<file path="src/rtl/ahb_apb_pkg.sv">
// Shared AHB/APB encodings, bridge state type and strobe/alignment helpers
// used by the AHB-lite to APB4 bridge.
package ahb_apb_pkg;

    localparam logic [1:0] HTRANS_IDLE   = 2'b00;
    localparam logic [1:0] HTRANS_BUSY   = 2'b01;
    localparam logic [1:0] HTRANS_NONSEQ = 2'b10;
    localparam logic [1:0] HTRANS_SEQ    = 2'b11;

    localparam logic [2:0] HSIZE_BYTE = 3'd0;
    localparam logic [2:0] HSIZE_HALF = 3'd1;
    localparam logic [2:0] HSIZE_WORD = 3'd2;

    localparam logic [1:0] HRESP_OKAY  = 2'b00;
    localparam logic [1:0] HRESP_ERROR = 2'b01;

    typedef enum logic [2:0] {
        IDLE,
        SETUP,
        ACCESS,
        ERR1,
        ERR2
    } ahb2apb_state_t;

    // Byte lanes touched by a write; reads never assert strobes.
    function automatic logic [3:0] calc_pstrb(input logic [2:0] hsize,
                                              input logic [1:0] addr_lsb,
                                              input logic       write);
        logic [3:0] strb;
        strb = 4'b0000;
        if (write) begin
            case (hsize)
                HSIZE_BYTE: strb = 4'b0001 << addr_lsb;
                HSIZE_HALF: strb = 4'b0011 << addr_lsb;
                HSIZE_WORD: strb = 4'b1111;
                default:    strb = 4'b0000;
            endcase
        end
        return strb;
    endfunction

    // Oversized transfers count as misaligned so they share the error path.
    function automatic logic is_misaligned(input logic [2:0] hsize,
                                           input logic [1:0] addr_lsb);
        logic bad;
        case (hsize)
            HSIZE_BYTE: bad = 1'b0;
            HSIZE_HALF: bad = addr_lsb[0];
            HSIZE_WORD: bad = |addr_lsb;
            default:    bad = 1'b1;
        endcase
        return bad;
    endfunction

endpackage

</file>
<file path="src/rtl/ahb2apb.sv">
// AHB-lite slave to APB4 master bridge: one AHB transfer becomes one APB
// access, with wait states until completion and a two-cycle ERROR response.
module ahb2apb
    import ahb_apb_pkg::*;
#(
    parameter int AWIDTH  = 16,
    parameter int DWIDTH  = 32,
    parameter int TIMEOUT = 16
) (
    input  logic                  clk,
    input  logic                  rst,
    input  logic [AWIDTH-1:0]     haddr,
    input  logic [DWIDTH-1:0]     hwdata,
    input  logic                  hsel,
    input  logic                  hwrite,
    input  logic [1:0]            htrans,
    input  logic [2:0]            hsize,
    output logic                  hready,
    output logic [DWIDTH-1:0]     hrdata,
    output logic [1:0]            hresp,
    output logic [AWIDTH-1:0]     paddr,
    output logic                  psel,
    output logic                  penable,
    output logic                  pwrite,
    output logic [DWIDTH-1:0]     pwdata,
    output logic [DWIDTH/8-1:0]   pstrb,
    input  logic [DWIDTH-1:0]     prdata,
    input  logic                  pready,
    input  logic                  pslverr
);

    generate
        if (DWIDTH != 32) begin : g_dwidth_check
            $error("ahb2apb supports DWIDTH = 32 only");
        end
    endgenerate

    localparam int CW = (TIMEOUT > 0) ? $clog2(TIMEOUT + 1) : 1;
    localparam logic [CW-1:0] TO_LAST = CW'((TIMEOUT > 0) ? TIMEOUT - 1 : 0);

    ahb2apb_state_t state, state_next;
    logic [CW-1:0]  to_cnt;
    logic           xfer_req;
    logic           accept;
    logic           illegal;
    logic           to_hit;

    // NOTE: every always_comb output gets a default before the case so no
    // path through it can infer a latch.
    always_comb begin
        xfer_req = 1'b0;
        case (htrans)
            HTRANS_IDLE, HTRANS_BUSY:  xfer_req = 1'b0;
            HTRANS_NONSEQ, HTRANS_SEQ: xfer_req = 1'b1;
            default:                   xfer_req = 1'b0;
        endcase
    end

    assign accept  = hsel & xfer_req & hready;
    assign illegal = is_misaligned(hsize, haddr[1:0]);
    assign to_hit  = (TIMEOUT != 0) && (to_cnt == TO_LAST);

    // hready is low for the whole data phase, so hwdata is stable through
    // SETUP and ACCESS and can feed the APB bus without a register.
    assign pwdata = hwdata;

    // NOTE: sequential state uses non-blocking assignments so every flop
    // samples the pre-edge values regardless of process ordering.
    always_ff @(posedge clk or posedge rst) begin
        if (rst) begin
            state <= IDLE;
        end else begin
            state <= state_next;
        end
    end

    always_comb begin
        state_next = state;
        case (state)
            IDLE, ERR2: begin
                if (accept) begin
                    state_next = illegal ? ERR1 : SETUP;
                end else begin
                    state_next = IDLE;
                end
            end
            SETUP: begin
                state_next = ACCESS;
            end
            ACCESS: begin
                if (pready) begin
                    state_next = pslverr ? ERR1 : IDLE;
                end else if (to_hit) begin
                    state_next = ERR1;
                end
            end
            ERR1: begin
                state_next = ERR2;
            end
            default: begin
                state_next = IDLE;
            end
        endcase
    end

    // Bus-facing controls are flops loaded from the next state, so neither
    // the AHB nor the APB side ever sees a decode glitch.
    always_ff @(posedge clk or posedge rst) begin
        if (rst) begin
            hready  <= 1'b1;
            hresp   <= HRESP_OKAY;
            psel    <= 1'b0;
            penable <= 1'b0;
        end else begin
            hready  <= (state_next == IDLE) || (state_next == ERR2);
            hresp   <= (state_next inside {ERR1, ERR2}) ? HRESP_ERROR : HRESP_OKAY;
            psel    <= (state_next == SETUP) || (state_next == ACCESS);
            penable <= (state_next == ACCESS);
        end
    end

    // Address, direction and strobes hold after an access until the next accept.
    always_ff @(posedge clk or posedge rst) begin
        if (rst) begin
            paddr  <= '0;
            pwrite <= 1'b0;
            pstrb  <= '0;
        end else if (accept) begin
            paddr  <= haddr;
            pwrite <= hwrite;
            pstrb  <= calc_pstrb(hsize, haddr[1:0], hwrite);
        end
    end

    always_ff @(posedge clk or posedge rst) begin
        if (rst) begin
            hrdata <= '0;
        end else if ((state == ACCESS) && pready && !pslverr && !pwrite) begin
            hrdata <= prdata;
        end
    end

    // Counts ACCESS cycles spent waiting for pready.
    always_ff @(posedge clk or posedge rst) begin
        if (rst) begin
            to_cnt <= '0;
        end else if (state == SETUP) begin
            to_cnt <= '0;
        end else if ((state == ACCESS) && !pready) begin
            to_cnt <= to_cnt + 1'b1;
        end
    end

endmodule

</file>
<file path="config.mk">
export PLATFORM = sky130hd
export DESIGN_NAME = ahb2apb
export DESIGN_NICKNAME = d
export VERILOG_FILES = /design/src/rtl/ahb_apb_pkg.sv /design/src/rtl/ahb2apb.sv
export SDC_FILE = /design/constraint.sdc
export NUM_CORES = 1
export LEC_CHECK = 0
export CAP_MARGIN = 10
export CORE_MARGIN = 3
export CORE_UTILIZATION = 34
export CTS_CLUSTER_SIZE = 28
export DETAILED_ROUTE_END_ITERATION = 10
export GPL_TIMING_DRIVEN = 0
export PLACE_DENSITY = 0.77
export SLEW_MARGIN = 30
export SYNTH_ARGS = -nofsm -noshare
export SYNTH_HDL_FRONTEND = slang
export SYNTH_SLANG_ARGS = --single-unit
</file>
<file path="constraint.sdc">
create_clock -name clk -period 2.2 [get_ports clk]
set_clock_uncertainty 0.1 [all_clocks]
set_input_delay 0.55 -clock clk [delete_from_list [all_inputs] [get_ports clk]]
set_output_delay 0.55 -clock clk [all_outputs]
set_load 0.01 [all_outputs]
</file>
==> impl_metrics.csv, run 1 <==
group,metric,value,unit
status,status,"finished, final reports clean",
global_routing,grt_pass1_wl,11630,um
synthesis,synth-compound-area-share,6.044,%
clock_network,cts.sinks,65,
power_and_ir_drop,switchingPower,1658,uW
critical_path,crit_path_max_fanout,6,
synthesis,ys_ff_latch,65,
sta,rsz0062_at_grt,"false",
global_routing,grt_max_degree,27,
worst_hold_path,hold_class,"reg2reg",
sta,finalSetupViolCount,0,
synthesis,synth-main-ff-cell,"dfrtp_1",
die,initial_core_util,35.95,%
clock_network,ctsRootBufferMaster,"clkbuf_8",
sta,post-route-period-util,93.94,%
job,max_cap_viol_count,0,
critical_path,critPathKind,"in2reg",
critical_path,worstPathArrival,2.14,ns
sta,slew_violations,0,
power_and_ir_drop,seqPwrFrac,37.5,%
routing,postRouteWirelength,7379,um
clock_network,post_cts_resize_count,0,
final_layout,finish.instance_area,0.004871,mm^2
clock_network,cts_buffers,9,
die,io_pins,181,
routing,ant_nets,0,
place,gp_congestion,0.7738,
sta,slew_headroom,55.01,%
synthesis,synth_top_family_by_area,"multiplexers",
final_layout,final_common_cell,"clkdlybuf4s50_1",
sta,fin_crit,2.067,ns
synthesis,ys_warn_count,0,
clock_network,clk_pin_slew_worst_paths,0.08,ns
global_routing,grt_pass1_vias,2418,
place,port_buffers,146,
synthesis,synth.mux.area_fraction,22.12,%
final_layout,layout-drive-gt1-share,28.09,%
place,placed_cell_area,0.004687,mm^2
synthesis,synth_sequential_area_ratio,53.50,%
place,dp_hpwl,5867,um
global_routing,overflow,0,
die,die_height,100.6,um
power_and_ir_drop,p_per_area,1129,mW/mm^2
synthesis,synth_edf_count,0,
power_and_ir_drop,power_frac_comb,46.1,%
sta,worstMarginPinSlew,0.6692,ns
routing,drc_errors,0,
clock_network,clock_path_buffers,2,
final_layout,nNetsFinal,476,
routing,avgRoutedWirePerCell,14.97,um
critical_path,crit_path_start_kind,"input pin",
synthesis,synthSimpleGateAreaFrac,5.921,%
synthesis,yosysTopAreaCellShare,52.63,%
synthesis,synth_area,0.003043,mm^2
synthesis,mappedNetlistNets,317,
power_and_ir_drop,p_sw_share,30.14,%
power_and_ir_drop,leakagePower,0.002193,uW
routing,drt_first_pass_iters,4,
synthesis,synthArstFlopShare,100.0,%
critical_path,endpoint_kind,"flip-flop",
clock_network,cts-htree-levels,3,
die,rows,33,
critical_path,required,2.27,ns
power_and_ir_drop,internal_power,3843,uW
synthesis,synthTopCellsByArea,"dfrtp_1, mux2_4, buf_4",
sta,final.setup.tns,0,ns
final_layout,area_growth,60.07,%
routing,drtIter0Drc,63,
die,core,0.008464,mm^2
synthesis,netlist_instances,224,
synthesis,synthXorXnorAreaFrac,0,%
final_layout,final_cell_mix,"clkdlybuf4s50_1, dfrtp_1, buf_4, mux2_4, mux2_2",
sta,finalHoldViolCount,0,
global_routing,antenna_found_initial,0,
synthesis,synth_largest_area_cell,"dfrtp_1",
synthesis,synthAdderAreaFrac,0.8224,%
clock_network,cts_hold_buf,0,
final_layout,final_util,57.55,%
sta,maxClockFrequency,483.9,MHz
final_layout,antenna_cells,0,
routing,vias_per_cell,4.657,
power_and_ir_drop,vdd_drop_max,0.0004249,V
routing,vias,2296,
power_and_ir_drop,clkPwrFrac,16.4,%
die,die_w,100.6,um
clock_network,cts_tree,"yes",
synthesis,avgSynthCellArea,13.58,um^2
synthesis,ys_types,37,
clock_network,worstSkewPairLatency,0.33,ns
clock_network,cts_setup_buffers,0,
die,die_area,0.01012,mm^2
global_routing,grt.total_usage,14.60,%
## metal layers
layer / vias to the layer above / global-route usage (%) / share of wire [%]
met5: - / 0 / 0
met4: 0 / 6.218 / 1.2
met3: 7 / 4.429 / 8.4
met2: 126 / 24.46 / 50
met1: 1103 / 17.32 / 41
li1: 1060 / - / -
## through the flow
| stage | hold slack, ns | setup WS (ns) | total power [uW] | std cells |
|---|---|---|---|---|
| finish | 0.3887 | 0.1332 | 5501 | 493 |
| global route | 0.4164 | 0.03664 | 5833 | 493 |
| CTS | 0.3955 | 0.01227 | 5590 | 493 |
| detailed placement | 0.3767 | -0.3557 | 4652 | 477 |
| global placement | 0.3671 | -0.3327 | 4575 | 475 |
| floorplan | 0.3729 | 0.3081 | 3252 | 224 |
## power groups by stage
| stage | Sequential (uW) | Combinational (uW) | Clock [uW] |
|---|---|---|---|
| floorplan | 2290 | 961 | 0 |
| global placement | 2060 | 2520 | 0 |
| detailed placement | 2080 | 2570 | 0 |
| CTS | 2070 | 2580 | 947 |
| global route | 2130 | 2700 | 1000 |
| finish | 2060 | 2540 | 902 |
## worst max-delay path, cell delays in order
cell	delay (ns)
clkdlybuf4s50_1	0.46
nand3_1	0.23
or3_2	0.52
o31ai_1	0.20
o32ai_1	0.17
## sequential cells by signal (all words and copies together), names as in the netlist
| name | flops |
|---|---|
| to_cnt | 5 |
| paddr | 16 |
| state | 3 |
| hready | 1 |
| hresp | 1 |
| pstrb | 4 |
| pwrite | 1 |
| psel | 1 |
| hrdata | 32 |
| penable | 1 |
## cell type report
| type | count | area, um^2 |
|---|---|---|
| Clock inverter | 6 | 43.79 |
| Clock buffer | 10 | 137.6 |
| Multi-Input combinational cell | 114 | 1066 |
| Buffer | 40 | 330.3 |
| Inverter | 5 | 22.52 |
| Sequential cell | 65 | 1628 |
| Fill cell | 731 | 3593 |
| Tap cell | 105 | 131.4 |
| Timing Repair Buffer | 148 | 1511 |
## cell usage after synthesis (3+ instances only)
cell,instances
dfrtp_1,64
inv_1,5
nor2_1,8
nand2_1,8
clkbuf_1,3
a22o_1,3
a21oi_1,4
buf_4,33
mux2_4,30
o21ai_0,10
o31ai_1,3
nor3_1,4
mux2_2,18
buf_12,3
## worst paths after layout
kind,from,to,slack [ns],depth (start not counted)
worst max-delay path,hsel,psel,0.13,5
worst min-delay path,paddr[1],paddr[1],0.39,2
worst max register to register,to_cnt[0],psel,0.21,6
worst min register to register,paddr[1],paddr[1],0.39,2
min in group asynchronous,rst,paddr[7],0.53,2
max in group asynchronous,rst,hready,0.87,3
## logic make-up after synthesis
| kind of cell | count (synthesis) |
|---|---|
| adder cells (fa/ha/maj) | 2 |
| AO/OA/AOI/OAI | 28 |
| multiplexers | 50 |
| other | 1 |
| flip-flops | 65 |
| buffers and inverters | 45 |
| AND/OR/NAND/NOR | 33 |
Power figures use the tool's default switching activity.
==> run 2, diff against run 1 <==
--- a/config.mk
+++ b/config.mk
@@ -6,12 +6,14 @@
 export NUM_CORES = 1
 export LEC_CHECK = 0
 export CAP_MARGIN = 10
+export CORE_ASPECT_RATIO = 0.6
 export CORE_MARGIN = 3
 export CORE_UTILIZATION = 34
 export CTS_CLUSTER_SIZE = 28
 export DETAILED_ROUTE_END_ITERATION = 10
 export GPL_TIMING_DRIVEN = 0
 export PLACE_DENSITY = 0.77
+export REMOVE_ABC_BUFFERS = 1
 export SLEW_MARGIN = 30
 export SYNTH_ARGS = -nofsm -noshare
 export SYNTH_HDL_FRONTEND = slang
==> constraint.sdc (replaced) <==
create_clock -name clk -period 1.8 [get_ports clk]
set_clock_uncertainty 0.1 [all_clocks]
set_input_delay 0.45 -clock clk [delete_from_list [all_inputs] [get_ports clk]]
set_output_delay 0.45 -clock clk [all_outputs]
set_load 0.01 [all_outputs]
==> run 2 against run 1 <==
Net effect: wire length rose by 27%; sequential power rose by 26%; via count fell by 5.9%; global-route usage rose by 3.9 points; critical path type is now reg2reg; sequential share of layout area rose by 1.9 points; total power rose by 34%; die area rose by 0.36%; non-clock buffer count fell by 61; clock power rose by 100%; cell area fell by 5.1%; largest power group unchanged; largest cell class is now flip-flops and latches; utilization fell by 3.9 points; critical path depth fell by 1; the run now ends with setup timing left.
==> impl_metrics.csv, run 2 (synthesis results as in run 1) <==
group,metric,value,unit
global_routing,grt.total_usage,18.47,%
final_layout,regMostFlops,"hrdata",
clock_network,cts.sinks,65,
sta,fin_crit,1.826,ns
routing,ant_nets,0,
global_routing,grt_pass1_vias,2292,
sta,rsz0062_at_grt,"true",
power_and_ir_drop,finalPower,7353,uW
sta,finalSetupViolCount,31,
global_routing,antenna_found_initial,0,
clock_network,clock_path_buffers,2,
power_and_ir_drop,vdd_drop_max,0.0007509,V
power_and_ir_drop,p_per_area,1590,mW/mm^2
final_layout,largest_reg_flops,32,
clock_network,cts-htree-levels,3,
die,io_pins,181,
place,dp_hpwl,6073,um
critical_path,crit_path_max_fanout,8,
clock_network,cts_tree,"yes",
clock_network,cts_hold_buf,0,
final_layout,layout-drive-gt1-share,29.79,%
critical_path,r2r-start,"state[2]",
die,rows,26,
status,status,"complete, but fails checks",
place,port_buffers,114,
final_layout,final_common_cell,"clkdlybuf4s50_1",
routing,drc_errors,0,
final_layout,final_cell_mix,"clkdlybuf4s50_1, dfrtp_1, mux2_4, dlymetal6s2s_1, mux2_2",
sta,post-route-period-util,101.4,%
sta,whs,0.3686,ns
sta,setup_ws,-0.02605,ns
critical_path,slowest_stage,"or4_4",
place,place_inst,411,
power_and_ir_drop,leakagePower,0.002337,uW
die,die_w,128.1,um
clock_network,worstSkewPairLatency,0.32,ns
final_layout,antenna_cells,0,
worst_hold_path,hold_class,"in2async",
place,gp_congestion,0.8109,
final_layout,reg_top3,"hrdata: 32 flops, paddr: 16 flops, to_cnt: 5 flops",
clock_network,ctsRootBufferMaster,"clkbuf_16",
final_layout,area_growth,51.97,%
routing,drtIter0Drc,148,
critical_path,endpoint_kind,"flip-flop",
critical_path,required,1.91,ns
routing,avgRoutedWirePerCell,21.19,um
sta,final.setup.tns,-0.5000,ns
routing,drt_first_pass_iters,4,
critical_path,crit_path_start_kind,"flip-flop",
critical_path,critPathKind,"reg2reg",
sta,maxClockFrequency,547.6,MHz
die,die_area,0.01016,mm^2
clock_network,cts_buffers,9,
critical_path,crit_path_max_incr_delay,0.55,ns
routing,postRouteWirelength,9343,um
critical_path,crit_chain,"nand2b_4 > buf_4 > or4_4 > mux2_4",
critical_path,setup.worst_path.start,"state[2]",
die,core,0.008621,mm^2
global_routing,grt_max_degree,38,
final_layout,final_util,53.64,%
die,die_height,79.28,um
routing,vias_per_cell,4.900,
final_layout,fin_cells,441,
clock_network,clk_pin_slew_worst_paths,0.05,ns
global_routing,grt_pass1_wl,13660,um
die,initial_core_util,35.30,%
status,violations,"setup timing",
critical_path,worstPathArrival,1.93,ns
global_routing,overflow,0,
sta,slew_violations,0,
sta,finalHoldViolCount,0,
job,max_cap_viol_count,0,
final_layout,nNetsFinal,418,
routing,vias,2161,
==> run 2: cell types whose count changed in the layout (fill, tap and decap cells not counted), moves of 3 or more <==
cell,previous run,this run
dlymetal6s2s_1,1,27
dfrtp_1,64,61
buf_4,33,9
clkdlybuf4s50_1,145,72
clkinvlp_4,5,0
clkbuf_16,0,9
clkbuf_8,10,1
dfrtp_2,0,3
dlygate4sd2_1,0,12
==> run 2: worst max-delay path, delay by kind of cell, from the launching register on <==
family / cells / cell delay [ns]
AND/OR/NAND/NOR: 2 / 0.72
buffers and inverters: 1 / 0.17
multiplexers: 1 / 0.34
flip-flops: 1 / 0.38
==> run 2: routing by layer <==
layer	part of all wire (%)	track usage [%]	up-vias	wire length [um]
met4	0.88	4.555	0	82
met1	46	25.19	1072	4286
met3	14	13.31	9	1273
met2	40	22.60	117	3701
li1	-	-	963	-
met5	0	2.674	-	0
==> run 2: worst paths after layout <==
| kind | endpoint | slack (ns) | cells after the start |
|---|---|---|---|
| min | paddr[7] | 0.37 | 2 |
| max | hrdata[10] | -0.03 | 4 |
| min reg2reg | paddr[1] | 0.39 | 2 |
| max reg2reg | hrdata[10] | -0.03 | 4 |
| min in group clk | paddr[1] | 0.39 | 2 |
| max in group asynchronous | hrdata[15] | 0.71 | 3 |
==> run 2: what timing repair did <==
item / 4_1_cts / 5_1_grt
cloned: 3 / 1
setup endpoints to repair: 55 / 67
gates resized for setup: 28 / 43
pin swaps: 3 / 5
setup buffers: 7 / 4
==> run 2: layout make-up <==
class	instances	area, um^2
fill	719	3996
clock inverter	3	65.06
inverter	5	21.27
timing repair buffer	127	1330
multi-input combinational	117	1190
sequential	65	1632
clock buffer	12	246.5
tap	112	140.1
==> run 2: report_power, final <==
group,internal (uW),switching (uW)
clock,1240,589
sequential,2150,447
combinational,1820,1110
total,5210,2150
==> run 2: stage by stage <==
step / worst slack, ns / cell area (um^2)
floorplan: -0.4104 / 2713
global placement: -1.524 / 3994
detailed placement: -0.8381 / 4021
CTS: -0.01810 / 4466
global route: -0.06264 / 4624
finish: -0.02605 / 4624
==> run 3, diff against run 2 <==
--- a/config.mk
+++ b/config.mk
@@ -18,3 +18,4 @@
 export SYNTH_ARGS = -nofsm -noshare
 export SYNTH_HDL_FRONTEND = slang
 export SYNTH_SLANG_ARGS = --single-unit
+export TNS_END_PERCENT = 5
==> run 3 against run 2 <==
Net effect: the run still ends with setup timing left; worst setup slack improved by 0.0085 ns; highest routed layer unchanged; combinational power fell by 3%; non-clock buffer count fell by 6; largest power group unchanged.
==> impl_metrics.csv, run 3 (synthesis results as in run 1) <==
group,metric,value,unit
critical_path,crit_path_max_fanout,16,
final_layout,multiInputGateArea,0.001190,mm^2
critical_path,crit_path_start_kind,"input pin",
sta,post-route-period-util,101.0,%
status,status,"complete, but fails checks",
critical_path,crit_chain,"dlygate4sd2_1 > nand2b_4 > or4_4 > buf_12 > mux2_4",
routing,ant_nets,0,
sta,fin_crit,1.818,ns
critical_path,cp_num_buf_inv,2,
power_and_ir_drop,internal_power,5163,uW
die,die_height,79.28,um
final_layout,regArea,0.001630,mm^2
sta,whs,0.3697,ns
power_and_ir_drop,p_per_area,1597,mW/mm^2
final_layout,final_util,52.90,%
clock_network,cts_hold_buf,0,
sta,maxClockFrequency,550.2,MHz
final_layout,layout-drive-gt1-share,27.86,%
global_routing,grt.total_usage,17.88,%
global_routing,grt_max_degree,38,
place,gp_congestion,0.8109,
critical_path,cp_num_cells,5,
power_and_ir_drop,clkPwrFrac,25.1,%
critical_path,critPathKind,"in2reg",
die,io_pins,181,
critical_path,endpoint_kind,"flip-flop",
clock_network,worstSkewPairLatency,0.32,ns
final_layout,finish.instance_area,0.004561,mm^2
global_routing,grt_pass1_vias,2233,
power_and_ir_drop,p_sw_share,29.12,%
critical_path,crit_path_max_incr_delay,0.50,ns
routing,postRouteWirelength,9006,um
clock_network,clock_path_buffers,2,
critical_path,required,1.90,ns
place,placed_cell_area,0.004021,mm^2
final_layout,nNetsFinal,412,
sta,slew_violations,0,
clock_network,ctsRootBufferMaster,"clkbuf_16",
global_routing,grt_pass1_wl,13250,um
clock_network,cts.sinks,65,
power_and_ir_drop,seqPwrFrac,35.7,%
place,port_buffers,114,
sta,finalSetupViolCount,15,
final_layout,regMostFlops,"hrdata",
critical_path,r2r-start,"state[2]",
place,dp_hpwl,6073,um
die,initial_core_util,35.30,%
final_layout,area_growth,49.88,%
critical_path,worstPathArrival,1.92,ns
power_and_ir_drop,switchingPower,2121,uW
routing,avgRoutedWirePerCell,20.70,um
global_routing,overflow,0,
routing,vias,2107,
clock_network,clk_pin_slew_worst_paths,0.05,ns
global_routing,antenna_found_initial,0,
die,rows,26,
critical_path,rr_worst_depth,4,
final_layout,n_fill_cell,721,
clock_network,cts_tree,"yes",
critical_path,path_delay_family,"simple AND/OR/NAND/NOR gates",
clock_network,cts_buffers,9,
worst_hold_path,hold_class,"in2async",
routing,drt_first_pass_iters,4,
sta,rsz0062_at_grt,"true",
die,core,0.008621,mm^2
final_layout,antenna_cells,0,
critical_path,setup.worst_path.start,"pslverr",
critical_path,slowest_stage,"or4_4",
routing,drc_errors,0,
critical_path,r2r-end,"hrdata[22]",
critical_path,crit_path_end,"hrdata[22]",
critical_path,rrSetupSlack,0,ns
place,dp_worst_setup_slack,-0.8381,ns
sta,finalHoldViolCount,0,
die,die_area,0.01016,mm^2
routing,vias_per_cell,4.844,
clock_network,cts-htree-levels,3,
sta,setup_ws,-0.01752,ns
routing,drtIter0Drc,96,
final_layout,reg_top3,"hrdata: 32 flops, paddr: 16 flops, to_cnt: 5 flops",
power_and_ir_drop,power_frac_comb,39.1,%
status,violations,"setup timing",
power_and_ir_drop,vdd_drop_max,0.0007523,V
power_and_ir_drop,finalPower,7285,uW
job,max_cap_viol_count,0,
die,die_w,128.1,um
final_layout,largest_reg_flops,32,
power_and_ir_drop,leakagePower,0.002308,uW
final_layout,final_common_cell,"clkdlybuf4s50_1",
final_layout,final_cell_mix,"clkdlybuf4s50_1, dfrtp_1, mux2_4, dlymetal6s2s_1, mux2_2",
run 3: cell types whose count changed in the layout (fill, tap and decap cells not counted), sizes merged:
cell / previous run / this run
buf: 14 / 7
clkdlybuf4s50: 72 / 71
dlygate4sd2: 12 / 13
dlymetal6s2s: 27 / 28
run 3: per-stage QoR:
step | setup TNS (ns) | instances
finish | -0.1107 | 435
CTS | -1.449 | 431
global route | -0.5367 | 435
detailed placement | -35.27 | 411
floorplan | -29.15 | 184
global placement | -142.26 | 410
run 3: area by class of cell:
cell class / count / share of cell area, %
clock buffer: 12 / 5.405
inverter: 5 / 0.4664
multi-input combinational: 117 / 26.09
clock inverter: 3 / 1.427
tap: 112 / 3.073
timing repair buffer: 121 / 27.79
sequential: 65 / 35.75
run 3: power groups by stage:
stage / logic [uW] / registers (uW) / clock network, uW
2_1_floorplan: 1040 / 2810 / 0
3_3_place_gp: 2870 / 2550 / 0
3_5_place_dp: 2910 / 2580 / 0
4_1_cts: 2880 / 2610 / 1890
5_1_grt: 3060 / 2700 / 1960
6_report: 2850 / 2600 / 1830
run 3: how the worst min path moves through the flow:
| stage | to | slack (ns) | cells after the start |
|---|---|---|---|
| 3_5_place_dp | paddr[1] | 0.38 | 2 |
| 5_1_grt | paddr[7] | 0.38 | 2 |
| 2_1_floorplan | to_cnt[4] | 0.37 | 1 |
| 3_3_place_gp | paddr[1] | 0.37 | 2 |
| 4_1_cts | paddr[7] | 0.36 | 2 |
| 6_report | paddr[7] | 0.37 | 2 |
run 3: what timing repair did:
| action | in CTS | in global routing |
|---|---|---|
| gates cloned | 2 | 1 |
| pin swaps | 3 | 4 |
| gates resized for setup | 24 | 41 |
| buffers inserted | 3 | 3 |
| endpoints found under the setup margin | 55 | 68 |
run 3: per-layer routing:
metal | track usage, % | up-vias | wire length, um
li1 | - | 949 | -
met2 | 21.50 | 106 | 3502
met1 | 24.77 | 1043 | 4237
met4 | 4.449 | 0 | 79
met5 | 2.674 | - | 0
met3 | 12.70 | 9 | 1186
